File: src/rtl/rr_mux_pkg.sv
// Shared types and helpers for the round-robin mux arbiter.
// Optional hold limit is controlled by the RR_HOLD_LIMIT_EN macro (see rr_mux_arbiter).
package rr_mux_pkg;

  typedef enum logic {
    IDLE  = 1'b0,
    GRANT = 1'b1
  } rr_state_e;

  localparam int unsigned RR_DEF_N        = 4;
  localparam int unsigned RR_DEF_MAX_HOLD = 8;

  // Widest requester bank the search helper supports.
  localparam int unsigned RR_MAX_N = 32;
  localparam int unsigned RR_IDX_W = 5;

  typedef struct packed {
    logic                found;
    logic [RR_IDX_W-1:0] idx;
  } rr_pick_t;

  // Round-robin search: first set request upward from (ptr+1) mod n, wrapping.
  function automatic rr_pick_t rr_next(input logic [RR_MAX_N-1:0] req,
                                       input int unsigned         ptr,
                                       input int unsigned         n);
    rr_pick_t    res;
    int unsigned j;
    res = '0;
    for (int unsigned k = 1; k <= RR_MAX_N; k++) begin
      if (k <= n) begin
        j = (ptr + k) % n;
        if (!res.found && req[j[RR_IDX_W-1:0]]) begin
          res.found = 1'b1;
          res.idx   = j[RR_IDX_W-1:0];
        end
      end
    end
    return res;
  endfunction

endpackage

File: src/rtl/any_mux.sv
// Parameterized N:1 single-bit mux; out-of-range selects yield 0.
module ANY_MUX #(
  parameter int unsigned N = 4,
  parameter int unsigned P = $clog2(N)
) (
  input  logic [N-1:0] I,
  input  logic [P-1:0] S,
  output logic         Y
);

  // Select one input bit by index.
  always_comb begin
    Y = 1'b0;
    if (32'(S) < N) Y = I[S];
  end

endmodule

File: src/rtl/rr_mux_arbiter_pick.sv
// Combinational round-robin priority search starting after the current pointer.
module rr_pick
  import rr_mux_pkg::*;
#(
  parameter int unsigned N = RR_DEF_N,
  parameter int unsigned P = $clog2(N)
) (
  input  logic [N-1:0] i_req,
  input  logic [P-1:0] i_ptr,
  output logic         o_found,
  output logic [P-1:0] o_idx
);

  logic [RR_MAX_N-1:0] w_req_ext;
  rr_pick_t            w_res;

  // Widen the request vector and run the shared search helper.
  always_comb begin
    w_req_ext = RR_MAX_N'(i_req);
    w_res     = rr_next(w_req_ext, 32'(i_ptr), N);
    o_found   = w_res.found;
    o_idx     = P'(w_res.idx);
  end

endmodule

File: src/rtl/rr_mux_arbiter.sv
// Round-robin arbiter driving an N:1 bit mux under a valid/ready handshake.
// Macro RR_HOLD_LIMIT_EN: when defined, a grant releases after MAX_HOLD beats;
// when undefined, a grant releases only when the holder drops its request.
module rr_mux_arbiter
  import rr_mux_pkg::*;
#(
  parameter int unsigned N        = RR_DEF_N,
  parameter int unsigned P        = $clog2(N),
  parameter int unsigned MAX_HOLD = RR_DEF_MAX_HOLD,
  parameter int unsigned HW       = $clog2(MAX_HOLD + 1)
) (
  input  logic         clk,
  input  logic         rst_n,
  input  logic [N-1:0] req,
  input  logic [N-1:0] din,
  output logic [N-1:0] gnt,
  output logic [P-1:0] sel,
  output logic         dout,
  output logic         dout_valid,
  input  logic         dout_ready,
  output logic         busy
);

  if (N < 2 || N > RR_MAX_N) begin : g_bad_n
    $error("rr_mux_arbiter: N out of supported range");
  end
  if (MAX_HOLD < 1 || HW < 1) begin : g_bad_hold
    $error("rr_mux_arbiter: MAX_HOLD must be >= 1");
  end

  rr_state_e    r_state, w_state_nxt;
  logic [N-1:0] r_gnt,   w_gnt_nxt;
  logic [P-1:0] r_sel,   w_sel_nxt;
  logic [P-1:0] r_ptr,   w_ptr_nxt;
  logic         w_found;
  logic [P-1:0] w_win;
  logic         w_holder_req;
  logic         w_release;
`ifdef RR_HOLD_LIMIT_EN
  logic [HW-1:0] r_hold, w_hold_nxt;
  logic          w_beat;
`else
  // Acceptance has no effect on grant lifetime without the hold limit.
  logic w_unused_ready;
  assign w_unused_ready = dout_ready;
`endif

  rr_pick #(.N(N), .P(P)) u_pick (
    .i_req   (req),
    .i_ptr   (r_ptr),
    .o_found (w_found),
    .o_idx   (w_win)
  );

  ANY_MUX #(.N(N), .P(P)) u_mux (
    .I (din),
    .S (r_sel),
    .Y (dout)
  );

  assign gnt  = r_gnt;
  assign sel  = r_sel;
  assign busy = (r_state == GRANT);

  // Handshake, release decision and next-state selection.
  always_comb begin
    w_holder_req = req[r_sel];
    dout_valid   = (r_state == GRANT) && w_holder_req;
`ifdef RR_HOLD_LIMIT_EN
    w_beat       = dout_valid && dout_ready;
    w_release    = !w_holder_req || (w_beat && (r_hold == HW'(MAX_HOLD - 1)));
    w_hold_nxt   = r_hold;
`else
    w_release    = !w_holder_req;
`endif
    w_state_nxt  = r_state;
    w_gnt_nxt    = r_gnt;
    w_sel_nxt    = r_sel;
    w_ptr_nxt    = r_ptr;
    // A released holder still sits at ptr, so it naturally gets lowest priority.
    if ((r_state == IDLE) || w_release) begin
      if (w_found) begin
        w_state_nxt = GRANT;
        w_gnt_nxt   = N'(1) << w_win;
        w_sel_nxt   = w_win;
        w_ptr_nxt   = w_win;
      end else begin
        w_state_nxt = IDLE;
        w_gnt_nxt   = '0;
        w_sel_nxt   = '0;
      end
`ifdef RR_HOLD_LIMIT_EN
      w_hold_nxt = '0;
    end else if (w_beat) begin
      w_hold_nxt = r_hold + HW'(1);
`endif
    end
  end

  // State, grant, select and pointer registers with synchronous reset.
  always_ff @(posedge clk) begin
    if (!rst_n) begin
      r_state <= IDLE;
      r_gnt   <= '0;
      r_sel   <= '0;
      r_ptr   <= P'(N - 1);
`ifdef RR_HOLD_LIMIT_EN
      r_hold  <= '0;
`endif
    end else begin
      r_state <= w_state_nxt;
      r_gnt   <= w_gnt_nxt;
      r_sel   <= w_sel_nxt;
      r_ptr   <= w_ptr_nxt;
`ifdef RR_HOLD_LIMIT_EN
      r_hold  <= w_hold_nxt;
`endif
    end
  end

endmodule

File: config.mk
export PLATFORM = sky130hd
export DESIGN_NAME = rr_mux_arbiter
export DESIGN_NICKNAME = d
export VERILOG_FILES = /design/src/rtl/rr_mux_pkg.sv /design/src/rtl/any_mux.sv /design/src/rtl/rr_mux_arbiter_pick.sv /design/src/rtl/rr_mux_arbiter.sv
export SDC_FILE = /design/constraint.sdc
export NUM_CORES = 1
export LEC_CHECK = 0
export CORE_AREA = 4 4 41 43
export DETAILED_ROUTE_END_ITERATION = 8
export DIE_AREA = 0 0 45 47
export PLACE_DENSITY = 0.65
export SETUP_SLACK_MARGIN = 0.15
export SLEW_MARGIN = 20
export SYNTH_ARGS = -nofsm -noshare
export SYNTH_HDL_FRONTEND = slang
export SYNTH_SLANG_ARGS = --single-unit
File: constraint.sdc
create_clock -name clk -period 3.1 [get_ports clk]
set_clock_uncertainty 0.15 [all_clocks]
set_input_delay 0.62 -clock clk [delete_from_list [all_inputs] [get_ports clk]]
set_output_delay 0.62 -clock clk [all_outputs]
set_load 0.05 [all_outputs]
Word level (Yosys, flattened, before mapping). Index checks and enable logic that the tools add are counted.

Add/sub/neg operators: 4. $mul: 0. Divide/modulo/power cells: 0. $lt $le $gt $ge: 5. Eq/ne operators: 0. Shift operators: 1. Mux-type cells: 19. Bitwise operators: 1. Reductions and logical operators: 10.

Operator list (count): $lt A2 B6 Y1 const B (4); $mux W6 (4); $bmux W1 S2 (6); $mux W1 (7); $add A2 B1 Y2 const B (2); $add A2 B2 Y2 const B (2); $logic_and A1 B1 Y1 (4); $logic_not A1 Y1 (4); $mux W4 (1); $shl A1 B2 Y4 const A (1); $lt A2 B3 Y1 const B (1); $mux W2 (1); $reduce_and A2 Y1 (1); $logic_or A1 B1 Y1 (1); $not A1 Y1 (1).

Flip-flop bits (word level): 9. Bits in latches: 0. Memory bits (writable): 0. ROM bits: 0. Input bits: 11. Output and inout bits: 9. Logic and storage cells: 44. Memories: 0.

Logic depth before layout (Yosys ltp). Gate-level depths: netlist of the first run.

Depth after elaboration: 15. Depth in mapped cells: 6. Gate-level depth less buffers: 5.

Hierarchy. A second synthesis of the first run with hierarchy kept.

Cell total of the unflattened synthesis: 57. Area, all modules: 494.2 um^2.

By module, submodules not included: rr_mux_arbiter (times used 1, cells an instance 42, area an instance 380.4 um^2); rr_pick (times used 1, cells an instance 14, area an instance 91.3 um^2); ANY_MUX (times used 1, cells an instance 1, area an instance 22.5 um^2).

Worst setup path after synthesis of the first run. No wires, ideal clock.

Kind: flip-flop to output port. Start: reg r_sel[1] (netlist: sel[1]). End: out dout_valid. Data arrival time: 1.474 ns. Required time: 2.330 ns. Slack: 0.856 ns. Stages on the path, launching flop included: 5. Buffers on the path: 1. Cells stage by stage: dfxtp_1 -> mux2i_1 -> o22a_2 -> inv_2 -> buf_2.

Longest elaborated chain between the ends: 3.

Ends and longest elaborated chain: start: declaration (line rr_mux_arbiter.sv:33) `logic [P-1:0] r_sel, w_sel_nxt;`; start signal: assignment (line rr_mux_arbiter.sv:113) `r_sel <= w_sel_nxt;`; $bmux W1 S2 (line rr_mux_arbiter.sv:67) `w_holder_req = req[r_sel];`; $mux W1 (not written as such) (line rr_mux_arbiter.sv:67); $logic_and A1 B1 Y1 (line rr_mux_arbiter.sv:68) `dout_valid = (r_state == GRANT) && w_holder_req;`; end: declaration (line rr_mux_arbiter.sv:19) `output logic dout_valid,`.

Every way passes these cells. The select of a mux whose other input is x is not followed.

Worst setup path after layout of the first run.
Start: in req[3]. End: out dout_valid.

Longest elaborated chain between the ends: 3.

Ends and longest elaborated chain: start: declaration (line rr_mux_arbiter.sv:14) `input logic [N-1:0] req,`; $bmux W1 S2 (line rr_mux_arbiter.sv:67); $mux W1 (not written as such) (line rr_mux_arbiter.sv:67); $logic_and A1 B1 Y1 (line rr_mux_arbiter.sv:68).

Every way passes these cells. The select of a mux whose other input is x is not followed.

==> impl_metrics.env, run 1 <==
export IMPL_status="completed"
export IMPL_antenna_found_initial=0
export IMPL_max_slew_worst_pin_slew_ns=0.5348
export IMPL_intPower_mw=0.2436
export IMPL_num_fill_cells=144
export IMPL_die_x_um=45
export IMPL_design_core_area_mm2=0.001301
export IMPL_grt_max_degree=12
export IMPL_hold_path_class="flip-flop to flip-flop"
export IMPL_routed_wl_um=1075
export IMPL_fp_row_count=13
export IMPL_async_flop_share_pct=0
export IMPL_slew_headroom_pct=64.02
export IMPL_p_per_area_mw_per_mm2=556.7
export IMPL_cts_resized=0
export IMPL_critPathArrivalTime_ns=1.90
export IMPL_postLayoutCoreUtil_pct=53.27
export IMPL_grt_pass1_vias=445
export IMPL_ff2ff_path_depth=5
export IMPL_synth_edff_count=0
export IMPL_fmax_mhz=374.1
export IMPL_die_y_um=47
export IMPL_use_met1_pct=15.86
export IMPL_use_met2_pct=17.51
export IMPL_synth_fp_nets=65
export IMPL_synthFlopType="dfxtp_1"
export IMPL_gp_congestion=0.7501
export IMPL_yosysMostFrequentCell="dfxtp_1"
export IMPL_grt_pass1_wl_um=1828
export IMPL_detail_route_wl_per_cell_um=11.94
export IMPL_ant_nets=0
export IMPL_avgSynthCellArea_um2=8.619
export IMPL_synth_area_um2=465.4
export IMPL_synth_cell_types=23
export IMPL_nets=87
export IMPL_drive_gt1_share_pct=16.00
export IMPL_first_iter_violations=6
export IMPL_maxCapViolations=0
export IMPL_cts_sink_count=9
export IMPL_overflow=0
export IMPL_grtUsageTotal_pct=11.74
export IMPL_synthTopCellsByArea="dfxtp_1, mux2i_1, a21oi_1"
export IMPL_vias=481
export IMPL_end_kind="primary output"
export IMPL_place_hpwl_um=807.1
export IMPL_finalSetupViolCount=0
export IMPL_synth_top_cell_area_share_pct=38.71
export IMPL_switching_share_pct=36.87
export IMPL_cp_required_ns=2.33
export IMPL_critical_path_class="primary input to primary output"
export IMPL_ys_ff_latch=9
export IMPL_ys_warn_count=0
export IMPL_holdBufCountCts=0
export IMPL_multiInputGateArea_um2=269.0
export IMPL_synth_top_area_cell="dfxtp_1"
export IMPL_met3_usage_pct=3.065
export IMPL_htree_levels=1
export IMPL_drv_slew=0
export IMPL_seq_area_frac_synth_pct=38.71
export IMPL_synth_cells=54
export IMPL_rsz0062_at_grt="false"
export IMPL_start_util_pct=35.77
export IMPL_clock_latency_ns=0.26
export IMPL_firstDrtPassIters=4
export IMPL_switching_power_mw=0.1423
export IMPL_num_io_pins=20
export IMPL_start_kind="primary input"
export IMPL_vdd_drop_max_mv=0.2752
export IMPL_post_cts_setup_buffers=0
export IMPL_seqCellArea_um2=180.2
export IMPL_remaining_drc_errors=0
export IMPL_areaGrowthSynthToFinish_pct=48.92
export IMPL_fin_setup_tns_ns=0
export IMPL_die_area_mm2=0.002115
export IMPL_clockBufferDepth=2
export IMPL_hold_violations=0
export IMPL_leakage_nw=0.2677
export IMPL_tritoncts="done"
export IMPL_cts_root_buf="clkbuf_4"
export IMPL_netlist_top_cells_count="dfxtp_1, a21oi_1, nand2_1"
export IMPL_portBuffers=18
export IMPL_cts_buffers=3
export IMPL_post_route_min_period_ns=2.673
export IMPL_p_clk_share_pct=23.0
export IMPL_busiest_layer="met2"
export IMPL_seq_power_share_pct=37.2
export IMPL_cp_max_fo=11
export IMPL_worstHoldPathCells=2
export IMPL_combPwrFrac_pct=39.8
export IMPL_clkTransAtPathRegs_ns=0.06
export IMPL_via_per_inst=5.344
export IMPL_antenna_cells=0
export IMPL_min_period_over_period_pct=86.24
==> layout make-up <==
class	count	share of cell area (%)
Multi-Input combinational cell	41	38.81
Timing Repair Buffer	18	27.08
Clock buffer	4	3.791
Sequential cell	9	25.99
Tap cell	15	2.708
Inverter	3	1.625
==> through the flow <==
| step | std cells | total power [mW] | setup slack [ns] | hold slack [ns] | area, µm² |
|---|---|---|---|---|---|
| after floorplan | 54 | 0.2455 | 0.8555 | 0.3383 | 465.4 |
| after global placement | 86 | 0.2996 | 0.4147 | 0.2982 | 666.9 |
| after detailed placement | 86 | 0.2993 | 0.4295 | 0.2938 | 666.9 |
| after CTS | 90 | 0.3905 | 0.4189 | 0.3144 | 693.2 |
| after global routing | 90 | 0.4104 | 0.3420 | 0.3481 | 693.2 |
| final | 90 | 0.3859 | 0.4267 | 0.3108 | 693.2 |
==> cells by family (layout without fill, tap and decap cells) <==
group | after synthesis | count (layout) | share of synthesized area [%]
AOI/OAI and AO/OA | 16 | 16 | 22.58
buffers and inverters | 4 | 25 | 3.493
DFF | 9 | 9 | 38.71
muxes | 4 | 4 | 11.29
and+or+nand+nor | 21 | 21 | 23.93
==> placed cells by master, fill, tap and decap left out <==
cell / instances
o41ai_1: 2
inv_1: 2
mux2i_1: 3
nor4_1: 1
a31oi_1: 1
inv_2: 1
a21oi_1: 5
clkdlybuf4s50_1: 16
dfxtp_1: 9
buf_4: 1
o22ai_1: 1
mux4_2: 1
clkbuf_1: 1
a21o_1: 1
nand2_1: 5
a21bo_2: 1
or4b_1: 1
o22a_2: 1
o211ai_1: 1
nand2b_1: 3
nand3b_1: 1
o21ai_0: 3
clkbuf_4: 3
or2_2: 3
nand3_1: 4
buf_12: 1
nor2_1: 3
==> path summary, 6_finish.rpt <==
path	startpoint	to	slack, ns
setup / recovery	req[3]	dout_valid	0.43
setup reg to reg	sel[1]	gnt[2]	1.23
hold / removal	gnt[2]	gnt[2]	0.31
hold reg to reg	gnt[2]	gnt[2]	0.31
==> flip-flops by register name, indices dropped and copies added, names as in the netlist <==
signal,cells
busy,1
r_ptr,2
gnt,4
sel,2
==> worst max-delay path, cell delays in order <==
cell,delay [ns]
clkdlybuf4s50_1,0.56
mux2i_1,0.12
o22a_2,0.26
inv_2,0.17
buf_12,0.17
==> routing by layer <==
layer,wire [µm],vias up,share of wire (%)
li1,-,239,-
met1,510,214,47
met2,429,26,40
met3,119,2,11
met4,16,0,1.5
met5,0,-,0
==> power groups by stage <==
stage	Sequential [mW]	Combinational, mW	Clock [mW]
floorplan	0.179	0.0668	0
finish	0.144	0.153	0.0888
global route	0.147	0.166	0.0979
detailed placement	0.146	0.153	0
CTS	0.144	0.154	0.0923
global placement	0.146	0.154	0
Power figures use the tool's default switching activity.
==> inputs of run 2 (changes only) <==
Settings changed: CTS_BUF_LIST set to sky130_fd_sc_hd__clkbuf_8, CTS_CLUSTER_SIZE set to 20.
==> run 2 against run 1 <==
  * Combinational power hardly changed
  * Core utilization up 1.4 points
  * First-iteration DRC count is the same
  * Sequential power barely moved
  * Highest routed layer unchanged
  * Sequential share of layout area down 0.69 points
  * Via count decreased by 2.7%
  * Die area did not move
  * Wire length is 0.65% higher
==> impl_metrics.env, run 2 (synthesis results as in run 1) <==
export IMPL_status="completed"
export IMPL_cp_required_ns=2.33
export IMPL_clkTransAtPathRegs_ns=0.04
export IMPL_detail_route_wl_per_cell_um=12.02
export IMPL_top_layer_used="met4"
export IMPL_layout_commonest_cell="clkdlybuf4s50_1"
export IMPL_grt_max_degree=12
export IMPL_design_core_area_mm2=0.001301
export IMPL_start_kind="primary input"
export IMPL_r2r_setup_slack_ns=1.23
export IMPL_areaGrowthSynthToFinish_pct=52.96
export IMPL_rr_startpoint="sel[1]"
export IMPL_hold_violations=0
export IMPL_drv_slew=0
export IMPL_switching_share_pct=34.35
export IMPL_fin_setup_tns_ns=0
export IMPL_cp_max_fo=11
export IMPL_grtUsageTotal_pct=11.82
export IMPL_slew_headroom_pct=64.39
export IMPL_p_per_area_mw_per_mm2=600.5
export IMPL_antenna_cells=0
export IMPL_drive_gt1_share_pct=16.00
export IMPL_critPathArrivalTime_ns=1.90
export IMPL_fp_row_count=13
export IMPL_rsz0062_at_grt="false"
export IMPL_nets=87
export IMPL_cts_buffers=3
export IMPL_firstDrtPassIters=3
export IMPL_place_hpwl_um=807.1
export IMPL_combPwrFrac_pct=35.9
export IMPL_clock_latency_ns=0.23
export IMPL_ff2ff_path_depth=5
export IMPL_first_iter_violations=6
export IMPL_p_clk_share_pct=30.4
export IMPL_largest_reg_flops=4
export IMPL_min_period_over_period_pct=86.25
export IMPL_cts_sink_count=9
export IMPL_final_cell_mix="clkdlybuf4s50_1, dfxtp_1, nand2_1, a21oi_1, nand3_1"
export IMPL_cts_root_buf="clkbuf_8"
export IMPL_post_route_min_period_ns=2.674
export IMPL_leakage_nw=0.2797
export IMPL_intPower_mw=0.2807
export IMPL_max_slew_worst_pin_slew_ns=0.5293
export IMPL_grt_pass1_vias=446
export IMPL_die_x_um=45
export IMPL_die_area_mm2=0.002115
export IMPL_holdBufCountCts=0
export IMPL_dp_cells=86
export IMPL_wl_met1_um=523
export IMPL_die_y_um=47
export IMPL_wl_met3_um=107
export IMPL_portBuffers=18
export IMPL_fmax_mhz=374.0
export IMPL_min_to="gnt[2]"
export IMPL_finalSetupViolCount=0
export IMPL_gp_congestion=0.7501
export IMPL_remaining_drc_errors=0
export IMPL_clockBufferDepth=2
export IMPL_num_io_pins=20
export IMPL_end_kind="primary output"
export IMPL_start_util_pct=35.77
export IMPL_wl_met2_um=436
export IMPL_ant_nets=0
export IMPL_cts_resized=0
export IMPL_vdd_drop_max_mv=0.3217
export IMPL_post_cts_setup_buffers=0
export IMPL_r2r_end="gnt[2]"
export IMPL_overflow=0
export IMPL_switching_power_mw=0.1468
export IMPL_worstHoldPathCells=2
export IMPL_routed_wl_um=1082
export IMPL_antenna_found_initial=0
export IMPL_critical_path_class="primary input to primary output"
export IMPL_hold_path_class="flip-flop to flip-flop"
export IMPL_worstHoldStart="gnt[2]"
export IMPL_maxCapViolations=0
export IMPL_via_per_inst=5.200
export IMPL_grt_pass1_wl_um=1842
export IMPL_tritoncts="done"
export IMPL_htree_levels=1
export IMPL_vias=468
export IMPL_seq_power_share_pct=33.7
export IMPL_stdcell_count=90
run 2: cell types whose count changed in the layout (fill, tap and decap cells not counted):
cell / change
clkbuf_4: -3
clkbuf_1: -1
clkbuf_8: +3
inv_1: +1
run 2: worst max path at each step:
stage                 end  cells past startpoint  slack [ns]   start
3_5_place_dp   dout_valid                      5        0.43  req[3]
2_1_floorplan  dout_valid                      4        0.86  sel[1]
6_report       dout_valid                      5        0.43  req[3]
3_3_place_gp   dout_valid                      5        0.41  req[3]
5_1_grt        dout_valid                      5        0.34  req[3]
4_1_cts        dout_valid                      5        0.42  req[3]
run 2: routing by layer:
layer  up-vias  GRT usage (%)
met1       206          16.09
met4         0          5.263
met3         2          3.065
met2        21          17.51
met5         -              0
li1        239              -
run 2: power by group through the flow:
stage / registers, mW / clock network [mW] / logic [mW]
floorplan: 0.179 / 0 / 0.0668
global placement: 0.146 / 0 / 0.154
detailed placement: 0.146 / 0 / 0.153
CTS: 0.144 / 0.134 / 0.154
global route: 0.147 / 0.141 / 0.166
finish: 0.144 / 0.130 / 0.153
run 2: final cells by class:
cell class / instances / area [µm²]
Sequential cell: 9 / 180.2
Clock inverter: 1 / 3.754
Timing Repair Buffer: 18 / 187.7
Tap cell: 15 / 18.77
Inverter: 3 / 11.26
Fill cell: 140 / 589.3
Multi-Input combinational cell: 41 / 269.0
Clock buffer: 3 / 41.29
run 2: per-stage QoR:
stage | hold slack, ns | instance area (µm²) | power [mW] | worst slack (ns) | util [%]
after detailed placement | 0.2938 | 666.9 | 0.2993 | 0.4295 | 51.25
after floorplan | 0.3383 | 465.4 | 0.2455 | 0.8555 | -
final | 0.3072 | 711.9 | 0.4275 | 0.4261 | 54.71
after global placement | 0.2982 | 666.9 | 0.2996 | 0.4147 | 51.25
after global routing | 0.3455 | 711.9 | 0.4538 | 0.3420 | 54.71
after CTS | 0.3120 | 711.9 | 0.4326 | 0.4189 | 54.71
run 2: worst max-delay path: stages:
cell	delay, ns
clkdlybuf4s50_1	0.56
mux2i_1	0.12
o22a_2	0.26
inv_2	0.17
buf_12	0.16
==> patch (flow settings as in run 1) <==
Make the reset (`rst_n`) asynchronous in one clocked block. Comments in the files are not updated.
--- a/src/rtl/rr_mux_arbiter.sv
+++ b/src/rtl/rr_mux_arbiter.sv
@@ -98,7 +98,7 @@
   end
 
   // State, grant, select and pointer registers with synchronous reset.
-  always_ff @(posedge clk) begin
+  always_ff @(posedge clk or negedge rst_n) begin
     if (!rst_n) begin
       r_state <= IDLE;
       r_gnt   <= '0;
Check against the original RTL: differs if rst_n is asserted again (counterexample within 4 cycles, from zero or initial values and one cycle with rst_n low); with rst_n held inactive, the same outputs for 4 cycles.
==> patch against run 1 <==
Area after synthesis grew 14%. Final cell count did not move. Utilization up 5.8 points. Design area grew 11%. Setup slack worse by 0.14 ns. Sequential cell count unchanged. Wire length increased by 11%. Critical path type unchanged.
Power is not compared: it rests on default switching activity, and its combinational part moved more than twofold at a synthesized area within 25%.
==> patch: results (changes against run 1) <==
synth_edf_count: 0  # unchanged
reg2reg_depth: 3  # -2
antenna_found_initial: 0  # unchanged
r2r_setup_slack_ns: 1.38  # +0.15 ns
regArea_um2: 227.7  # +26%
path_clk_slew_ns: 0.06  # about the same
status: "complete, no violations"
crit_arrival_ns: 2.04  # +0.14 ns
grt_usage: 0.1352  # +0.01783
routed_wl_mm: 1.190  # +11%
crit_fanout: 9  # -2
cts_root_buf: "clkbuf_4"
critPathSlowestCell: "mux4_2"
cts_setup_buffers: 0  # unchanged
clock_latency_ns: 0.26  # about the same
hold_depth: 2  # unchanged
clock_path_buffers: 2  # unchanged
grt_max_degree: 10  # -2
grt_pass1_vias: 465  # +4.5%
hpwlAfterDp_um: 938.1  # +16%
htree_levels: 1  # unchanged
peakVddDrop_mv: 0.5635
synth_nets: 62  # -4.6%
async_flop_share: 1.000  # +1.000
relSlewSlack: 0.6702  # +0.03000
synth_ff_type: "dfrtp_1"
drive_gt1_frac: 0.2800  # +0.1200
nFillCells: 127  # -12%
synthTopCellsByArea: "dfrtp_1, dfstp_2, mux4_2"
ys_seq_area_frac: 0.4292  # +0.04215
drtIter0Drc: 12  # +6
synth_common_cells: "nand2_1, dfrtp_1, o21ai_0, a21oi_1"
max_stage_delay_ns: 0.54  # -0.02 ns
ys_warn_count: 0  # unchanged
cts_buffers: 3  # unchanged
drtPass1Iterations: 4  # unchanged
hp-start: "gnt[1]$_DFFE_PN0N_"
hold_class: "reg -> reg"
dpl-instance-area_um2: 742.0  # +11%
holdBufCountCts: 0  # unchanged
timing.rr.end: "sel[0]$_DFFE_PN0N_"
portBuffers: 18  # unchanged
largest_register_ffs: 4  # unchanged
hold_end: "gnt[1]$_DFFE_PN0N_"
grt_pass1_wl_mm: 2.049  # +12%
diodes: 0  # unchanged
timing.rr.start: "sel[0]$_DFFE_PN0N_"
synth_cell_types: 24  # +4.3%
routabilityCongestion: 0.8356  # +11%
leakage_nw: 0.3238
postCtsResizedCells: 0  # unchanged
viasPerCell: 5.556  # +4.0%
nNetsFinal: 87  # unchanged
-- patch: cell families after synthesis --
group | count (synthesis) | synth area share
AO/OA/AOI/OAI | 18 | 0.2547
buffers and inverters | 4 | 0.04009
flip-flops | 9 | 0.4292
multiplexers | 4 | 0.1250
AND/OR/NAND/NOR | 16 | 0.1510
-- patch: worst max-delay path by stage --
stage,cells past startpoint,endpoint,from,slack (ns)
finish,5,dout_valid,req[2],0.29
global route,5,dout_valid,req[2],0.20
global placement,5,dout_valid,req[2],0.30
floorplan,3,dout_valid,sel[0]$_DFFE_PN0N_,0.83
detailed placement,5,dout_valid,req[2],0.29
CTS,5,dout_valid,req[2],0.29
-- patch: area by class of cell --
type / instances / area share
clock buffers: 4 / 0.03420
well taps: 15 / 0.02443
repair buffers: 21 / 0.2573
flip-flops and latches: 9 / 0.2964
inverters: 3 / 0.02117
multi-input cells: 38 / 0.3664
-- patch: worst max-delay path: cells and delay by family --
kind | cells | cell delay, ns
buf+inv | 3 | 0.74
mux | 1 | 0.54
simple gates | 1 | 0.14
-- patch: routing by layer --
layer  global-route usage  share of wire  vias up
li1                     -              -      245
met1               0.1887           0.47      228
met2               0.1977           0.43       25
met3              0.01533          0.075        2
met4              0.08772          0.016        0
met5                    0              0        -
-- patch: power by group --
| group | switching, mW | internal, mW | leakage [nW] |
|---|---|---|---|
| combinational | 0.300 | 0.198 | 0.202 |
| clock | 0.0414 | 0.0496 | 0.0150 |
| sequential | 0.0561 | 0.176 | 0.106 |
-- patch: through the flow --
stage	std cells	hold WS [ns]	setup slack (ns)
after floorplan	51	0.1744	0.8293
after global placement	86	0.3102	0.3037
after detailed placement	86	0.3206	0.2862
after CTS	90	0.3351	0.2924
after global routing	90	0.3692	0.2011
final	90	0.3296	0.2915
